### config.mk
export PLATFORM = sky130hd
export DESIGN_NAME = player_jump_sprite
export DESIGN_NICKNAME = d
export VERILOG_FILES = /design/src/rtl/player_jump_sprite.sv
export SDC_FILE = /design/constraint.sdc
export NUM_CORES = 1
export LEC_CHECK = 0
export ABC_AREA = 1
export CORE_MARGIN = 1.5
export CORE_UTILIZATION = 42
export CTS_CLUSTER_DIAMETER = 60
export DETAILED_ROUTE_END_ITERATION = 6
export DONT_BUFFER_PORTS = 1
export PLACE_DENSITY_LB_ADDON = 0.15
export SYNTH_ARGS = -nofsm -noshare
export SYNTH_HDL_FRONTEND = slang
export SYNTH_SLANG_ARGS = --single-unit
### constraint.sdc
create_clock -name clk_i -period 3.3 [get_ports clk_i]
set_clock_uncertainty 0.05 [all_clocks]
set_input_delay 0.33 -clock clk_i [delete_from_list [all_inputs] [get_ports clk_i]]
set_output_delay 0.33 -clock clk_i [all_outputs]
set_load 0.1 [all_outputs]
### src/rtl/player_jump_sprite.sv
// Player vertical jump physics (GROUND/RISE/FALL, once per frame) plus registered sprite hit test.
// Optional one-shot mid-air jump is enabled by defining DOUBLE_JUMP_EN.
module player_jump_sprite #(
  parameter int PlayerHeight = 60,
  parameter int PlayerWidth  = 40,
  parameter int PlayerOffset = 0,
  parameter int ScreenHeight = 480,
  parameter int JumpVel      = 12,
  parameter int Gravity      = 1,
  parameter int MaxFallVel   = 16
) (
  input  logic       clk_i,
  input  logic       rst_i,
  input  logic       frame_tick_i,
  input  logic       jump_i,
  input  logic       player_en_i,
  input  logic [9:0] x_i,
  input  logic [8:0] y_i,
  output logic [8:0] luc_loc_o,
  output logic       airborne_o,
  output logic       region_o
);

  typedef enum logic [1:0] {
    GROUND,
    RISE,
    FALL
  } state_e;

  localparam logic [8:0] GroundY    = 9'(ScreenHeight - PlayerHeight);
  localparam logic [5:0] JumpV      = 6'(JumpVel);
  localparam logic [5:0] GravV      = 6'(Gravity);
  localparam logic [5:0] MaxFallV   = 6'(MaxFallVel);
  localparam logic [10:0] OffsetX   = 11'(PlayerOffset);
  localparam logic [10:0] WidthX    = 11'(PlayerWidth);
  localparam logic [9:0]  HeightY   = 10'(PlayerHeight);

  state_e     state_q, state_d;
  logic [8:0] y_q, y_d;
  logic [5:0] vel_q, vel_d;
  logic       jump_req_q, jump_req_d;
  logic       jump_prev_q;
  logic       airborne_q;
  logic       region_q, region_d;

  logic       jump_req_eff;
  logic       air_jump;
  logic [6:0] vel_up;
  logic [5:0] vel_n;
  logic [9:0] fall_sum;
  logic [10:0] x_rel;
  logic [9:0]  y_rel;

`ifdef DOUBLE_JUMP_EN
  logic air_used_q, air_used_d;
`endif

  // An edge arriving on the tick cycle itself must still be honoured on that tick.
  assign jump_req_eff = jump_req_q | (jump_i & ~jump_prev_q);
  assign jump_req_d   = frame_tick_i ? 1'b0 : jump_req_eff;

`ifdef DOUBLE_JUMP_EN
  assign air_jump = jump_req_eff & ~air_used_q & (state_q != GROUND);
`else
  assign air_jump = 1'b0;
`endif

  assign vel_up   = {1'b0, vel_q} + {1'b0, GravV};
  assign vel_n    = (vel_up > {1'b0, MaxFallV}) ? MaxFallV : vel_up[5:0];
  assign fall_sum = {1'b0, y_q} + {4'b0, vel_n};

  // NOTE: every variable gets a default before the case so no latch is inferred.
  always_comb begin
    state_d = state_q;
    y_d     = y_q;
    vel_d   = vel_q;
`ifdef DOUBLE_JUMP_EN
    air_used_d = air_used_q;
`endif
    if (frame_tick_i) begin
      if (air_jump) begin
        state_d = RISE;
        vel_d   = JumpV;
`ifdef DOUBLE_JUMP_EN
        air_used_d = 1'b1;
`endif
      end else begin
        unique case (state_q)
          GROUND: begin
            if (jump_req_eff) begin
              state_d = RISE;
              vel_d   = JumpV;
            end
          end
          RISE: begin
            if ({3'b0, vel_q} > y_q) begin
              y_d     = '0;
              vel_d   = '0;
              state_d = FALL;
            end else begin
              y_d = y_q - {3'b0, vel_q};
              if (vel_q <= GravV) begin
                vel_d   = '0;
                state_d = FALL;
              end else begin
                vel_d = vel_q - GravV;
              end
            end
          end
          FALL: begin
            if (fall_sum >= {1'b0, GroundY}) begin
              y_d     = GroundY;
              vel_d   = '0;
              state_d = GROUND;
`ifdef DOUBLE_JUMP_EN
              air_used_d = 1'b0;
`endif
            end else begin
              y_d   = fall_sum[8:0];
              vel_d = vel_n;
            end
          end
          default: begin
            state_d = GROUND;
            y_d     = GroundY;
            vel_d   = '0;
          end
        endcase
      end
    end
  end

  // Wrapping subtraction folds the lower and upper bound into one unsigned compare.
  assign x_rel    = {1'b0, x_i} - OffsetX;
  assign y_rel    = {1'b0, y_i} - {1'b0, y_q};
  assign region_d = player_en_i & (x_rel < WidthX) & (y_rel < HeightY);

  // NOTE: sequential state uses non-blocking assignments only.
  always_ff @(posedge clk_i or posedge rst_i) begin
    if (rst_i) begin
      state_q     <= GROUND;
      y_q         <= GroundY;
      vel_q       <= '0;
      jump_req_q  <= 1'b0;
      jump_prev_q <= 1'b0;
      airborne_q  <= 1'b0;
      region_q    <= 1'b0;
    end else begin
      state_q     <= state_d;
      y_q         <= y_d;
      vel_q       <= vel_d;
      jump_req_q  <= jump_req_d;
      jump_prev_q <= jump_i;
      airborne_q  <= (state_d != GROUND);
      region_q    <= region_d;
    end
  end

`ifdef DOUBLE_JUMP_EN
  always_ff @(posedge clk_i or posedge rst_i) begin
    if (rst_i) air_used_q <= 1'b0;
    else       air_used_q <= air_used_d;
  end
`endif

  assign luc_loc_o  = y_q;
  assign airborne_o = airborne_q;
  assign region_o   = region_q;

endmodule

* Word-level counts from Yosys, hierarchy flattened *
Index checks and enable logic that the tools add are counted.

storage, ports and cells
  word-level logic and storage cells = 47
  bits in registers = 21

cells by class
  $lt $le $gt $ge = 6
  reduce and logical (&&, ||, !) cells = 4
  muxes and demuxes = 16
  equality and inequality tests = 3
  add/sub/neg operators = 5
  bitwise logic cells = 6

operators by type and width
  operator             number
  $mux 6               5
  $pmux 9 s3           1
  $lt 10x6->1 const B  2
  $mux 9               2
  $pmux 6 s3           1
  $add 9x6->10         1
  $ge 10x9->1 const B  1
  $mux 2               5
  $sub 9x9->10         1
  $gt 6x9->1           1
  $sub 9x6->9          1
  $add 6x1->7 const B  1
  $gt 7x5->1 const B   1
  $le 6x1->1 const B   1
  $pmux 2 s3           1
  $sub 6x1->6 const B  1
  $reduce_and 2->1     2
  $and 1x1->1          3
  $eq 2x1->1 const B   1
  $eq 2x2->1 const B   1
  $logic_not 2->1      1
  $ne 2x2->1 const B   1
  $not 1->1            2
  $reduce_bool 2->1    1
  other kinds (2)      2

* Longest topological paths before layout *
Gate-level depths: netlist (run 1).

  depth after elaboration = 9
  depth in mapped cells = 23
  depth with buffers taken out = 23

* Least setup slack after synthesis (run 1) *
OpenSTA, ideal clock, no wires.

  path type = reg-to-reg
  from = register vel_q[0]
  to = register airborne_q, in the netlist airborne_o
  buffers on the path = 0
  period minus slack after synthesis = 2,921 ps
  required time = 3,128 ps
  cell stages (with the launch flop) = 21
  arrival = 2,749 ps
  slack = 379 ps
  path through = dfrtp_1 > ha_1 > nand2_1 > o21ai_0 > o21ai_1 > nand3_4 > nor2_1 > ha_1 > fa_1 > nand2_1 > nand2_1 > nand3_1 > nand2_1 > nand2_1 > nand2_1 > nor2_1 > nand2_2 > nand3_4 > nand3_1 > a21oi_2 > nand2_1

on the way
  longest elaborated chain between the ends = 9
  elaborated cells on any way between the ends = 13
  those cells by class = 2 x add/sub; 4 x order compare; 6 x mux; 1 x reduce/logical

RTL lines
  item                      RTL line  RTL
  start: declaration        40        logic [5:0] vel_q, vel_d;
  start signal: assignment  151       vel_q <= vel_d;
  $add 6x1->7               68        assign vel_up = {1'b0, vel_q} + {1'b0, GravV};
  $gt 7x5->1                69        assign vel_n = (vel_up > {1'b0, MaxFallV}) ? MaxFallV : vel_up[5:0];
  $mux 6                    69
  $add 9x6->10              70        assign fall_sum = {1'b0, y_q} + {4'b0, vel_n};
  $ge 10x9->1               111       if (fall_sum >= {1'b0, GroundY}) begin
  $mux 2                    111
  $pmux 2 s3 (*)            88        unique case (state_q)
  $mux 2 (*)                80        if (frame_tick_i) begin
  $reduce_bool 2->1 (*)     154       airborne_q <= (state_d != GROUND);
  end signal: assignment    154
  end: declaration          43        logic airborne_q;

Mark *: on every way between the ends. The rest lies on a longest branch, timed or not.
A chain may end at the register's enable or synchronous reset.

* Worst setup path after layout (run 1) *
  from = register vel_q[0]
  to = register y_q[1], in the netlist luc_loc_o[1]

on the way
  longest elaborated chain between the ends = 7
  elaborated cells on any way between the ends = 10
  those cells by class = 3 x add/sub; 3 x order compare; 4 x mux

RTL lines
  item                    RTL line  RTL
  $add 6x1->7             68
  $gt 7x5->1              69
  $mux 6                  69
  $add 9x6->10            70
  $ge 10x9->1             111
  $mux 9                  111
  $pmux 9 s3 (*)          88
  end signal: assignment  142       y_q <= GroundY;
  end signal: assignment  150       y_q <= y_d;
  end: declaration        39        logic [8:0] y_q, y_d;

Marks and branches as above.

==> results of run 1 <==
[flip-flops by register name, summed over array words and instances, names as in the netlist]
register,flops
airborne_o,1
jump_prev_q,1
jump_req_q,1
luc_loc_o,9
region_o,1
state_q,2
vel_q,6
[synth_stat cells (3+ instances only)]
cell       n
o211ai_1   3
nor2_1    25
inv_1     65
o21ai_0   10
nand3_1   27
ha_1      27
o21ai_1    3
xor2_1     9
dfrtp_1   17
dfstp_2    4
xnor2_1    6
o22ai_1    4
nand2_2    4
nand4_1    5
a21oi_1   15
nor2_4     3
nand2_1   99
[path summary, 6_finish.rpt]
path	to	slack, ns	depth (start not counted)
setup reg to reg	luc_loc_o[1]	0.20	20
min in group asynchronous	luc_loc_o[6]	0.07	1
hold reg to reg	jump_req_q	0.45	2
setup / recovery	luc_loc_o[1]	0.20	20
hold / removal	jump_prev_q	0.03	0
max in group asynchronous	vel_q[2]	2.54	1
[metal layers]
| layer | up-vias | wire, um | global-route usage | part of all wire |
|---|---|---|---|---|
| met5 | - | 0 | 0 | 0 |
| met4 | 0 | 105 | 0.0750 | 0.019 |
| met3 | 10 | 306 | 0.0291 | 0.054 |
| met2 | 59 | 2610 | 0.330 | 0.46 |
| met1 | 999 | 2650 | 0.274 | 0.47 |
| li1 | 1175 | - | - | - |
[layout by cell type (no fill, tap or decap), types with 3 or more instances in the layout]
master	count
inv_1	65
nand3_2	5
a21oi_1	14
nand2_1	95
o21ai_2	3
nand2_2	8
clkbuf_8	3
nor2_4	3
o22ai_1	4
xor2_1	9
a21oi_2	3
nand4_1	5
dfrtp_1	16
nand3_1	24
o21ai_0	9
xnor2_1	6
ha_1	25
nor2_1	24
dfstp_2	4
buf_4	19
o211ai_1	3
[worst max-delay path, delay by kind of cell, from the launching register on]
family / cells / cell delay [ns]
xor+xnor: 2 / 0.44
fa+ha+maj: 1 / 0.31
buf+inv: 4 / 0.56
flops: 1 / 0.41
simple gates: 13 / 1.27
[kinds of logic after synthesis]
| kind of cell | synth area share |
|---|---|
| buf+inv | 0.112 |
| xor+xnor | 0.0618 |
| simple gates | 0.330 |
| other cells | 0.00157 |
| fa+ha+maj | 0.158 |
| flops | 0.222 |
| compound gates | 0.115 |
[through the flow]
stage	TNS, ns	cell area (um^2)
global placement	0	2560
detailed placement	0	2560
finish	0	2710
global route	-0.00782	2710
CTS	0	2610
floorplan	0	2390
[final cells by class]
| cell class | instances | area share |
|---|---|---|
| inverters | 67 | 0.0937 |
| clock inverters | 1 | 0.00185 |
| multi-input cells | 265 | 0.607 |
| well taps | 72 | 0.0332 |
| flip-flops and latches | 21 | 0.196 |
| repair buffers | 19 | 0.0526 |
| clock buffers | 3 | 0.0152 |
[what timing repair did]
action / in CTS / in global routing
resized for setup: 0 / 19
setup endpoints to repair: 0 / 17
setup buffers: 0 / 6
==> impl_metrics.json, run 1 <==
{
  "place_congestion": 0.945,
  "max_slew.worst_pin.slew_ns": 0.868,
  "grt_pass1_wl_um": 9900,
  "cts_hold_buf": 0,
  "clk_path_buf_depth": 2,
  "synth_cell_types": 38,
  "wl_per_cell_um": 12.6,
  "ys_ff_latch": 21,
  "numCtsBuffers": 3,
  "dieHeight_um": 78.4,
  "ios": 35,
  "dpl.cell_count": 438,
  "slew_headroom": 0.421,
  "max_stage_delay_ns": 0.41,
  "cp-end-kind": "register",
  "htreeDepth": 1,
  "hold_class": "input port to register",
  "ctsRootBufferMaster": "clkbuf_8",
  "fin_util": 0.492,
  "cp.required_ns": 3.47,
  "arrival_ns": 3.26,
  "yosysSeqAreaShare": 0.222,
  "numPortBuffers": 0,
  "cpMostUsedCell": "nand2_1",
  "drt_iter0_drc": 88,
  "cp_max_fo": 8,
  "final_nets": 430,
  "vias": 2243,
  "synth_cells": 355,
  "drv_cap": 0,
  "crit-reg2reg-launch": "vel_q[0]",
  "clock_latency_ns": 0.27,
  "synth_top_area_frac": 0.178,
  "die-area_um2": 6140,
  "yosys_warnings": 0,
  "synth_edf_count": 0,
  "placementRows": 27,
  "ant_nets": 0,
  "synth_ff_type": "dfrtp_1",
  "multi_input_area_um2": 1650,
  "regArea_um2": 532,
  "antenna_cells": 0,
  "layout-drive-gt1-share": 0.165,
  "grt_max_degree": 22,
  "outcome": "complete, no violations",
  "setup_viol": 0,
  "crit_path_start_kind": "register",
  "cts_sinks": 21,
  "grt_pass1_vias": 2209,
  "worstSetupPathType": "register to register",
  "worstHoldStart": "jump_i",
  "synth_area_per_cell_um2": 6.72,
  "design.core.area_um2": 5510,
  "path_cells": "buf_4 -> nand3_2 -> nor2_4 -> xor2_2 -> nand3_4 -> buf_4 -> nor3_4 -> ha_2 -> buf_4 -> xnor2_1 -> nand3_1 -> nand2_1 -> nand2_1 -> nand2_2 -> nand3_4 -> inv_4 -> nand2_1 -> nand2_1 -> nand2_1 -> nand2_1",
  "dr.pass1.iters": 4,
  "period_share": 0.939,
  "track_usage": 0.203,
  "fillers": 570,
  "synth_area_um2": 2390,
  "hold_violations": 0,
  "dp_hpwl_um": 4580,
  "async_flop_share": 1.00,
  "fmax_ghz": 0.323,
  "critPathSlowestCell": "dfrtp_1",
  "clkTransAtPathRegs_ns": 0.09,
  "initial_core_util": 0.434,
  "dp_slack_ns": 0.111,
  "area_growth_syn_to_layout_pct": 13.6,
  "wl_um": 5660,
  "viasPerCell": 5.01,
  "startpoint": "vel_q[0]",
  "die_x_um": 78.4,
  "period_minus_slack_ns": 3.10,
  "finalHoldWorstSlack_ns": 0.0313,
  "yosysTopAreaCell": "dfrtp_1",
  "antenna_found_initial": 0,
  "globalRouteOverflowTotal": 0,
  "drc_errors": 0,
  "syn_nets": 408,
  "ys_top_cells_by_area": "dfrtp_1, nand2_1, ha_1",
  "stdcell_count": 448,
  "slew_viol_final": 0,
  "cts_tree": "built",
  "finalWorstSetupSlack_ns": 0.202
}
Power of run 1 is not shown: default switching activity piles up to over one toggle a cycle in this logic, so the estimate is an artifact.
==> run 2: changes to the inputs <==
- CAP_MARGIN: unset -> 0
- clock period: 3.3 -> 3.8 ns (I/O delays scaled with it)
==> run 2 against run 1 <==
Setup slack improved by 0.24 ns. Utilization shrank 3.1 points. Final area shrank 6.4%. Count of clock-buffer cells in the layout is the same. Sequential share of layout area grew 1.3 points. First-iteration DRC count is 27% higher. Global-route usage shrank 0.94 points. Flip-flop and latch count unchanged. Critical path depth is the same. Critical endpoint is now airborne_o.
==> impl_metrics.json, run 2 (same netlist as run 1, synthesis figures left out) <==
{
  "outcome": "complete, no violations",
  "grt_setup_unrepaired": "no",
  "grt_pass1_vias": 2032,
  "clock_latency_ns": 0.27,
  "critPathSlowestCell": "dfrtp_1",
  "slew_headroom": 0.314,
  "period_share": 0.885,
  "ctsRootBufferMaster": "clkbuf_8",
  "fmax_ghz": 0.297,
  "setup_viol": 0,
  "clk_path_buf_depth": 2,
  "grt_pass1_wl_um": 9440,
  "largest_reg_flops": 9,
  "wl_um": 5300,
  "use_met3": 0.0267,
  "die-area_um2": 6140,
  "max_slew.worst_pin.slew_ns": 1.03,
  "die_x_um": 78.4,
  "viasPerCell": 4.94,
  "ios": 35,
  "hold_class": "input port to register",
  "multi_input_area_um2": 1590,
  "dr.pass1.iters": 4,
  "cp.required_ns": 3.91,
  "period_minus_slack_ns": 3.36,
  "numPortBuffers": 0,
  "hold_violations": 0,
  "area_growth_syn_to_layout_pct": 6.34,
  "drc_errors": 0,
  "track_usage": 0.194,
  "cp-end-kind": "register",
  "cts_setup_buffers": 0,
  "max_stage_delay_ns": 0.50,
  "dp_hpwl_um": 4480,
  "grt_util_met2": 0.305,
  "crit_path_start_kind": "register",
  "vias": 2139,
  "cp_max_fo": 8,
  "slew_viol_final": 0,
  "drt_iter0_drc": 112,
  "final_nets": 415,
  "globalRouteOverflowTotal": 0,
  "final_common_cell": "nand2_1",
  "layout-drive-gt1-share": 0.0859,
  "place_congestion": 0.922,
  "antenna_cells": 0,
  "tns_ns": 0,
  "cpMostUsedCell": "nand2_1",
  "initial_core_util": 0.434,
  "final_cell_mix": "nand2_1, inv_1, nand3_1, ha_1, nor2_1",
  "worstSetupPathType": "register to register",
  "design.core.area_um2": 5510,
  "arrival_ns": 3.47,
  "fillers": 588,
  "ctsResizeCount": 0,
  "numCtsBuffers": 3,
  "path_cells": "ha_1 -> nand2_1 -> o21ai_0 -> o21ai_1 -> nand3_4 -> nor2_1 -> ha_1 -> fa_1 -> nand2_1 -> nand2_1 -> nand3_1 -> nand2_1 -> nand2_1 -> nand2_1 -> nor2_1 -> nand2_2 -> nand3_4 -> nand3_1 -> a21oi_2 -> nand2_1",
  "antenna_found_initial": 0,
  "placementRows": 27,
  "htreeDepth": 1,
  "ant_nets": 0,
  "cts_tree": "built",
  "cts_sinks": 21,
  "clkTransAtPathRegs_ns": 0.08,
  "grt_max_degree": 22,
  "grt.busiest_layer": "met2",
  "dieHeight_um": 78.4,
  "drv_cap": 0,
  "regArea_um2": 531,
  "wl_per_cell_um": 12.2,
  "cts_hold_buf": 0,
  "grtUsageMet1": 0.281
}
run 2: layout make-up:
cell class / instances / share of cell area
clock buffers: 3 / 0.0163
clock inverters: 1 / 0.00197
inverters: 67 / 0.0991
multi-input cells: 265 / 0.626
flip-flops and latches: 21 / 0.209
well taps: 72 / 0.0355
repair buffers: 4 / 0.0118
run 2: metrics by stage:
step / util / hold slack, ns / setup slack (ns) / instances / cell area [um^2]
2_1_floorplan: - / 0.304 / 0.879 / 355 / 2390
3_3_place_gp: 0.453 / 0.362 / 0.458 / 429 / 2490
3_5_place_dp: 0.453 / 0.362 / 0.448 / 429 / 2490
4_1_cts: 0.461 / 0.0771 / 0.421 / 433 / 2540
5_1_grt: 0.461 / 0.0700 / 0.0675 / 433 / 2540
6_report: 0.461 / 0.0839 / 0.438 / 433 / 2540
run 2: path summary, 6_finish.rpt:
check	start	endpoint	slack, ns	depth (start not counted)
worst max register to register	vel_q[0]	airborne_o	0.44	20
worst min-delay path	jump_i	jump_prev_q	0.08	0
worst min register to register	jump_req_q	jump_req_q	0.45	2
max in group asynchronous	rst_i	vel_q[5]	3.09	1
worst max-delay path	vel_q[0]	airborne_o	0.44	20
min in group asynchronous	rst_i	region_o	0.10	1
run 2: critical path: cells and delay by family (launching register included):
family                   cells  cell delay [ns]
adder cells (fa/ha/maj)      3             0.87
flip-flops                   1             0.50
AND/OR/NAND/NOR             14             1.35
AO/OA/AOI/OAI                3             0.45
run 2: routing by layer:
layer	vias to the layer above	routed length, um
met5	-	0
met4	0	52
met3	5	164
met2	33	2360
met1	960	2730
li1	1141	-
Power of run 2 is left out for the same reason.
==> run 3: changes to the inputs <==
- CORE_MARGIN: 1.5 -> unset
- REMOVE_ABC_BUFFERS: unset -> 1
==> run 3 against run 2 <==
Maximum frequency decreased by 0.67%. Cell count unchanged. Register-to-register slack worse by 0.02 ns. Wire length grew 1.1%. Sequential share of layout area did not move. Count of clock-buffer cells in the layout did not move. Largest cell class unchanged. Final area did not move. Flip-flop and latch count is the same. Worst hold slack worse by 0.0072 ns. Die area fell by 2.5%. Highest routed layer unchanged. Non-clock buffer count stayed put.
==> impl_metrics.json, run 3 (same netlist as run 1, synthesis figures left out) <==
{
  "outcome": "complete, no violations",
  "final_nets": 415,
  "hold_class": "input port to register",
  "vias": 2111,
  "ant_nets": 0,
  "setup_viol": 0,
  "critPathSlowestCell": "dfrtp_1",
  "cts_tree": "built",
  "cts_setup_buffers": 0,
  "clk_path_buf_depth": 2,
  "r2r-end": "airborne_o",
  "die_x_um": 77.4,
  "grt_pass1_vias": 2113,
  "antenna_cells": 0,
  "layout-drive-gt1-share": 0.0859,
  "grt_setup_unrepaired": "no",
  "placementRows": 27,
  "path_cells": "ha_1 -> nand2_1 -> o21ai_0 -> o21ai_1 -> nand3_4 -> nor2_1 -> ha_1 -> fa_1 -> nand2_1 -> nand2_1 -> nand3_1 -> nand2_1 -> nand2_1 -> nand2_1 -> nor2_1 -> nand2_2 -> nand3_4 -> nand3_1 -> a21oi_2 -> nand2_1",
  "period_minus_slack_ns": 3.38,
  "max_slew.worst_pin.slew_ns": 1.01,
  "ios": 35,
  "design.core.area_um2": 5510,
  "ctsRootBufferMaster": "clkbuf_8",
  "dp_hpwl_um": 4540,
  "clock_latency_ns": 0.27,
  "slew_viol_final": 0,
  "viasPerCell": 4.88,
  "critPathBufInv": 0,
  "crit-reg2reg-launch": "vel_q[0]",
  "grt_pass1_wl_um": 9650,
  "drc_errors": 0,
  "crit_path_start_kind": "register",
  "period_share": 0.891,
  "largest_reg_flops": 9,
  "multi_input_area_um2": 1590,
  "regArea_um2": 531,
  "cp-end-kind": "register",
  "fin_util": 0.461,
  "place_congestion": 0.866,
  "cp.required_ns": 3.92,
  "cp_max_fo": 8,
  "finalHoldWorstSlack_ns": 0.0766,
  "startpoint": "vel_q[0]",
  "ctsResizeCount": 0,
  "stdcell_count": 433,
  "initial_core_util": 0.434,
  "final_common_cell": "nand2_1",
  "cpMostUsedCell": "nand2_1",
  "ff2ff_setup_slack_ns": 0.42,
  "tns_ns": 0,
  "dpl.cell_count": 429,
  "wl_um": 5360,
  "wl_per_cell_um": 12.4,
  "area_growth_syn_to_layout_pct": 6.34,
  "dieHeight_um": 77.4,
  "die-area_um2": 5990,
  "reg2reg_depth": 20,
  "antenna_found_initial": 0,
  "worstHoldStart": "jump_i",
  "clkTransAtPathRegs_ns": 0.08,
  "cts_hold_buf": 0,
  "htreeDepth": 1,
  "hold_violations": 0,
  "fillers": 595,
  "holdPathStages": 0,
  "arrival_ns": 3.50,
  "cts_sinks": 21,
  "final_cell_mix": "nand2_1, inv_1, nand3_1, ha_1, nor2_1",
  "drt_iter0_drc": 95,
  "fmax_ghz": 0.295,
  "numCtsBuffers": 3,
  "crit_family": "simple AND/OR/NAND/NOR gates",
  "max_stage_delay_ns": 0.51,
  "globalRouteOverflowTotal": 0,
  "slew_headroom": 0.323,
  "worstSetupPathType": "register to register",
  "drv_cap": 0,
  "numPortBuffers": 0,
  "grt_max_degree": 22,
  "whs_endpoint": "jump_prev_q",
  "track_usage": 0.200,
  "dr.pass1.iters": 4
}
-- run 3: layer usage --
metal / vias up / GRT usage / share of wire
met5: - / 0 / 0
met4: 0 / 0.0491 / 0.012
met3: 6 / 0.0306 / 0.029
met2: 27 / 0.319 / 0.44
met1: 939 / 0.282 / 0.51
li1: 1139 / - / -
-- run 3: through the flow --
stage / worst slack (ns) / cell area [um^2]
final: 0.416 / 2540
after detailed placement: 0.440 / 2490
after global placement: 0.443 / 2490
after CTS: 0.406 / 2540
after floorplan: 0.873 / 2370
after global routing: 0.00785 / 2540
-- run 3: how the worst max path moves through the flow --
stage / endpoint / slack [ns] / cells past startpoint
2_1_floorplan: airborne_o / 0.87 / 20
3_3_place_gp: airborne_o / 0.44 / 20
3_5_place_dp: airborne_o / 0.44 / 20
4_1_cts: airborne_o / 0.41 / 20
5_1_grt: luc_loc_o[1] / 0.008 / 21
6_report: airborne_o / 0.42 / 20
-- run 3: layout make-up --
cell class	instances	area share
Timing Repair Buffer	4	0.0118
Clock inverter	1	0.00197
Tap cell	72	0.0355
Clock buffer	3	0.0163
Inverter	67	0.0991
Multi-Input combinational cell	265	0.626
Sequential cell	21	0.209
Power of run 3 is left out for the same reason.
